`config.mk`:
```
export PLATFORM = sky130hd
export DESIGN_NAME = motion_arbiter
export DESIGN_NICKNAME = d
export VERILOG_FILES = /design/src/rtl/motion_pkg.sv /design/src/rtl/tick_timer.sv /design/src/rtl/motion_arbiter.sv
export SDC_FILE = /design/constraint.sdc
export NUM_CORES = 1
export LEC_CHECK = 0
export ABC_CLOCK_PERIOD_IN_PS = 2200
export BUFFER_PORTS_ARGS = -buffer_cell sky130_fd_sc_hd__buf_2
export CORE_ASPECT_RATIO = 1.75
export CORE_MARGIN = 2
export CORE_UTILIZATION = 50
export CTS_BUF_LIST = sky130_fd_sc_hd__clkbuf_4 sky130_fd_sc_hd__clkbuf_8
export DETAILED_ROUTE_END_ITERATION = 12
export GPL_TIMING_DRIVEN = 0
export PLACE_DENSITY_LB_ADDON = 0.2
export SYNTH_ARGS = -nofsm -noshare
export SYNTH_HDL_FRONTEND = slang
export SYNTH_HIERARCHICAL = 1
export SYNTH_SLANG_ARGS = --single-unit
```
`constraint.sdc`:
```
create_clock -name clk -period 2.2 [get_ports clk]
set_input_delay 0.22 -clock clk [delete_from_list [all_inputs] [get_ports clk]]
set_output_delay 0.22 -clock clk [all_outputs]
set_load 0.05 [all_outputs]
```
`src/rtl/motion_pkg.sv`:
```
// Shared encoding and default timing for the motion arbiter.
package motion_pkg;

    localparam int unsigned STATE_W            = 3;
    localparam int unsigned CNT_W_DEF          = 20;
    localparam int unsigned AVOID_TICKS_DEF    = 500000;
    localparam int unsigned CMD_HOLD_TICKS_DEF = 100000;

    typedef enum logic [STATE_W-1:0] {
        S_IDLE  = 3'd0,
        S_FWD   = 3'd1,
        S_LEFT  = 3'd2,
        S_RIGHT = 3'd3,
        S_AVOID = 3'd4
    } motionState_e;

endpackage

```
`src/rtl/tick_timer.sv`:
```
// Loadable down-counter stepping on tick, saturating at zero; load beats tick.
module tick_timer
    import motion_pkg::*;
#(
    parameter int unsigned CNT_W = CNT_W_DEF
) (
    input  logic             clk,
    input  logic             rst_n,
    input  logic             tick,
    input  logic             load,
    input  logic [CNT_W-1:0] loadVal,
    output logic [CNT_W-1:0] count,
    output logic             zero
);

    always_ff @(posedge clk) begin
        if (!rst_n) begin
            count <= '0;
        end else if (load) begin
            count <= loadVal;
        end else if (tick && !zero) begin
            count <= count - CNT_W'(1);
        end
    end

    assign zero = (count == '0);

endmodule

```
`src/rtl/motion_arbiter.sv`:
```
// Drive-command arbiter: obstacle avoidance over IR commands over hold timeout.
// Optional DARK_STOP_EN: forward motion is blocked while the room is dark.
module motion_arbiter
    import motion_pkg::*;
#(
    parameter int unsigned CNT_W          = CNT_W_DEF,
    parameter int unsigned AVOID_TICKS    = AVOID_TICKS_DEF,
    parameter int unsigned CMD_HOLD_TICKS = CMD_HOLD_TICKS_DEF
) (
    input  logic               clk,
    input  logic               rst_n,
    input  logic               tick,
    input  logic               ir_fwd,
    input  logic               ir_left,
    input  logic               ir_right,
    input  logic               too_close,
    input  logic               is_dark,
    output logic               fwd,
    output logic               turn_left,
    output logic               turn_right,
    output logic               avoiding,
    output logic               sound_on,
    output logic [STATE_W-1:0] state_o
);

    localparam logic [CNT_W-1:0] AVOID_LOAD = CNT_W'(AVOID_TICKS - 1);
    localparam logic [CNT_W-1:0] HOLD_LOAD  = CNT_W'(CMD_HOLD_TICKS - 1);

    motionState_e     stateQ;
    motionState_e     nextState;
    logic             timerLoad;
    logic [CNT_W-1:0] timerLoadVal;
    logic [CNT_W-1:0] timerCount;
    logic             timerZero;
    logic [1:0]       irCount;
    logic             cmdValid;
    logic             cmdConflict;

    assign irCount     = {1'b0, ir_fwd} + {1'b0, ir_left} + {1'b0, ir_right};
    assign cmdValid    = (irCount == 2'd1);
    assign cmdConflict = (irCount > 2'd1);

    tick_timer #(
        .CNT_W (CNT_W)
    ) uTimer (
        .clk     (clk),
        .rst_n   (rst_n),
        .tick    (tick),
        .load    (timerLoad),
        .loadVal (timerLoadVal),
        .count   (timerCount),
        .zero    (timerZero)
    );

    always_ff @(posedge clk) begin
        if (!rst_n) begin
            stateQ     <= S_IDLE;
            fwd        <= 1'b0;
            turn_left  <= 1'b0;
            turn_right <= 1'b0;
            avoiding   <= 1'b0;
            sound_on   <= 1'b0;
        end else begin
            stateQ     <= nextState;
            fwd        <= (nextState == S_FWD);
            turn_left  <= (nextState == S_LEFT);
            turn_right <= (nextState == S_RIGHT) || (nextState == S_AVOID);
            avoiding   <= (nextState == S_AVOID);
            sound_on   <= (nextState == S_AVOID) || is_dark;
        end
    end

    assign state_o = stateQ;

    always_comb begin
        nextState    = stateQ;
        timerLoad    = 1'b0;
        timerLoadVal = HOLD_LOAD;

        if (too_close && (stateQ != S_AVOID)) begin
            nextState    = S_AVOID;
            timerLoad    = 1'b1;
            timerLoadVal = AVOID_LOAD;
        end else if (stateQ == S_AVOID) begin
            // IR is ignored here; a persisting obstacle re-arms the turn
            if (tick && timerZero) begin
                if (too_close) begin
                    timerLoad    = 1'b1;
                    timerLoadVal = AVOID_LOAD;
                end else begin
                    nextState = S_IDLE;
                end
            end
        end else if (cmdValid) begin
            timerLoad = 1'b1;
            if (ir_fwd) begin
                nextState = S_FWD;
            end else if (ir_left) begin
                nextState = S_LEFT;
            end else begin
                nextState = S_RIGHT;
            end
        end else if (cmdConflict) begin
            nextState = S_IDLE;
        end else if (tick && timerZero) begin
            nextState = S_IDLE;
        end

`ifdef DARK_STOP_EN
        if ((nextState == S_FWD) && is_dark) begin
            nextState = S_IDLE;
        end
`else
        nextState = nextState;
`endif
    end

    // The shared counter never exceeds the avoid reload while avoiding.
    always_ff @(posedge clk) begin
        if (rst_n && (stateQ == S_AVOID)) begin
            assert (timerCount < CNT_W'(AVOID_TICKS));
        end
    end

endmodule

```
==> impl_results.md <==
* CP top delay family: simple AND/OR/NAND/NOR gates
* Layout cell share with drive strength beyond 1 at ~29%
* Port Buffers at 15
* Crit-path cells: nor4_4 -> nand3_2 -> buf_4 -> buf_4 -> buf_4 -> o21ai_2 -> mux2_2 -> a21oi_1
* FMAX at around 470 MHz
* CP Buf/Inv Count at 3
* Initial antenna violation count at 0
* CP Capture Type: flop
* Maximum fanout along the worst path at 4
* Slew of the pin with the lowest slew margin at approximately 680 ps
* Final Cell Area at slightly above 2000 um2
* Cts bufs inserted at 3
* Critical path required time at between 2000 and 2500 ps
* WS Path Type: flop to flop
* Root Driver: clkbuf_8
* Post-DP Area at around 1800 um2
* Fraction of registers with async set/reset at 0%
* NumNets Final at about 240
* Starting DRT DRC Count at 102
* Largest net degree at the start of global routing at 17
* Post-synthesis register bit count at 28
* CTS tree: yes
* Die area at 3720 um2
* Status: complete, no violations
* VDD IR max at 681 uV
* Routed vias/inst at ~6
* Placed Cells at 260
* Final GP Congestion at 0.909
* Crit-path max cell delay at about 430 ps
* Seq/Total Area, Yosys at about a third
* GR Overflow Total at 0
* Slew Viols, Final at 0
* Ys flop type: dfxtp_1
* Ports at 16
* MaxCap Viol Count at 0
* Post-CTS Hold Buffers at 0
* Setup Skew at just under 7 ps
* Static Leakage at ~0.79 nW
* DRT Wirelength at approximately 4400 um
* Finished Layout Cells at ~270
* Core Region at roughly 3100 um2
* Setup TNS at 0 ps
* Clock buffer depth at 2
* Setup violations, final at 0
* DR pass1 iterations at 4
* DRC viols at 0
* Pwr dens at roughly 760 nW/um2
* Syn Inst Count at around 190
* Post-DR wirelength/cell at around 16 um
* Detailed Place HPWL at approximately 3000 um
* Site Rows at 27
* Syn_area_per_cell at 8.45 um2
* Most frequent CP cell: buf_4
* Fin crit period at roughly 2100 ps
* Clk slew on worst S/H paths at 100 ps
* Worst Path Arrival at around 2300 ps
* H-Tree Level Count at 1
* Vias in the first global route at 1642
* ANT cells at 0
* Horiz. Die Dim at ~47 um
* Period Utilization, post-route at between 90% and 100%
* GRT Util Overall at 24.7%
* Hold WC Path Type: input port to flop
* Synth Cell Area at between 1500 and 2000 um2
* Worst skew pair latency at between 200 and 300 ps
* Post-synth EDFFs at 0
* Core Util, Final at about 66%
* Yosys warns at 6
* Final-report hold violation count at 0
* Die Span Y at 79.2 um
* CP max stage cell: nor4_4
* Relative slew slack at a little over half
* First-pass GRT wire length at ~7000 um
* Vias at approximately 1600
* Library cells used by synthesis at between 50 and 60
* Starting Density at 51.9%
* Area growth syn-to-layout at 27.6%
* Clock sinks at 28
* CP Launch Type: flop
* Antenna viol nets, final at 0
## per-layer routing
metal  global-route usage, %  share of wire [%]  up-vias
li1                        -                  -      759
met3                    2.73                4.3       22
met5                       0                  0        -
met4                    15.0                4.3        0
met2                    42.2                 55       70
met1                    27.2                 36      754
## synthesized netlist by cell type, types with 3 or more instances
cell type	number	area [um2]
or3_1	5	31.3
nor4b_1	3	26.3
xnor2_1	14	123
nand2_1	8	30.0
nor4_1	3	18.8
a21oi_1	19	95.1
o21ai_0	23	115
clkbuf_1	6	22.5
nor2b_1	3	18.8
nor3_1	7	35.0
and2_1	3	18.8
dfxtp_1	28	561
nand2b_1	4	25.0
inv_1	4	15.0
nor2_1	10	37.5
a31oi_1	4	25.0
## worst paths after layout
| check | from | to | slack, ps | cells past startpoint |
|---|---|---|---|---|
| worst max register to register | uTimer/count[12]$_SDFFE_PN0P_ | uTimer/count[1]$_SDFFE_PN0P_ | 80 | 8 |
| worst max-delay path | uTimer/count[12]$_SDFFE_PN0P_ | uTimer/count[1]$_SDFFE_PN0P_ | 80 | 8 |
| worst min-delay path | is_dark | sound_on$_SDFF_PN0_ | 140 | 3 |
| worst min register to register | uTimer/count[10]$_SDFFE_PN0P_ | uTimer/count[10]$_SDFFE_PN0P_ | 570 | 2 |
## state kept, by name, summed over array words and instances (netlist names)
signal        flops
fwd               1
turn_left         1
state_o           3
sound_on          1
turn_right        1
uTimer/count     20
avoiding          1
## logic make-up (layout without fill, tap and decap cells)
family	count (synthesis)	count (layout)	synth area share (%)
AO/OA/AOI/OAI	60	60	21.9
XOR/XNOR	14	14	7.60
adder cells (fa/ha/maj)	3	3	2.79
buffers and inverters	14	41	3.64
flip-flops	28	28	34.7
multiplexers	1	1	0.698
other	2	13	0.465
AND/OR/NAND/NOR	69	69	28.1
## where the power goes
part | switching, mW | internal (mW) | total, mW
Sequential | 0.0873 | 0.565 | 0.652
Clock | 0.165 | 0.244 | 0.409
Combinational | 0.284 | 0.226 | 0.510
## placed cells by master (no fill, tap or decap), types with 2 or more instances in the layout
cell | synthesis | routed
dfxtp_1 | 28 | 25
a21oi_1 | 19 | 19
o21ai_0 | 23 | 18
buf_2 | 2 | 17
xnor2_1 | 14 | 14
conb_1 | 2 | 13
nor2_1 | 10 | 9
buf_4 | 1 | 8
nor3_1 | 7 | 7
nand2_1 | 8 | 5
clkbuf_8 | 0 | 5
or3_1 | 5 | 5
nand2b_1 | 4 | 4
a31oi_1 | 4 | 4
o21ai_1 | 1 | 4
nand2_2 | 0 | 3
nor2b_1 | 3 | 3
and2_1 | 3 | 3
nor4_4 | 0 | 3
inv_1 | 4 | 2
o21ai_2 | 0 | 2
nand3b_1 | 2 | 2
inv_2 | 0 | 2
buf_6 | 0 | 2
and3_1 | 2 | 2
clkbuf_1 | 6 | 2
a211oi_1 | 2 | 2
nor4b_2 | 1 | 2
a211oi_2 | 2 | 2
nand4_1 | 2 | 2
dfxtp_2 | 0 | 2
## stage by stage
stage                     setup slack, ps  hold slack, ps  power, mW
after floorplan                      6.42             329      0.950
after global placement               -585             425       1.04
after detailed placement             -626             423       1.05
after CTS                            1.86             130       1.52
after global routing                -50.3             151       1.64
final                                81.1             139       1.57
## worst min-delay path, stage by stage
cell and delay (ps):
buf_2 80, nand2_1 30, o21ai_0 60
## final cells by class
type                       instances  area, um2
multi-input combinational        160       1140
tap                               43       53.8
buffer                             9       68.8
fill                             267       1050
timing repair buffer              23        139
sequential                        28        567
clock buffer                       3       41.3
clock inverter                     1       30.0
inverter                           5       23.8
## repair_timing
action	in CTS	in global routing
pin swaps	3	4
setup buffers	6	2
setup endpoints to repair	20	25
resized for setup	23	17
No activity file was read; power rests on OpenSTA's default activity.
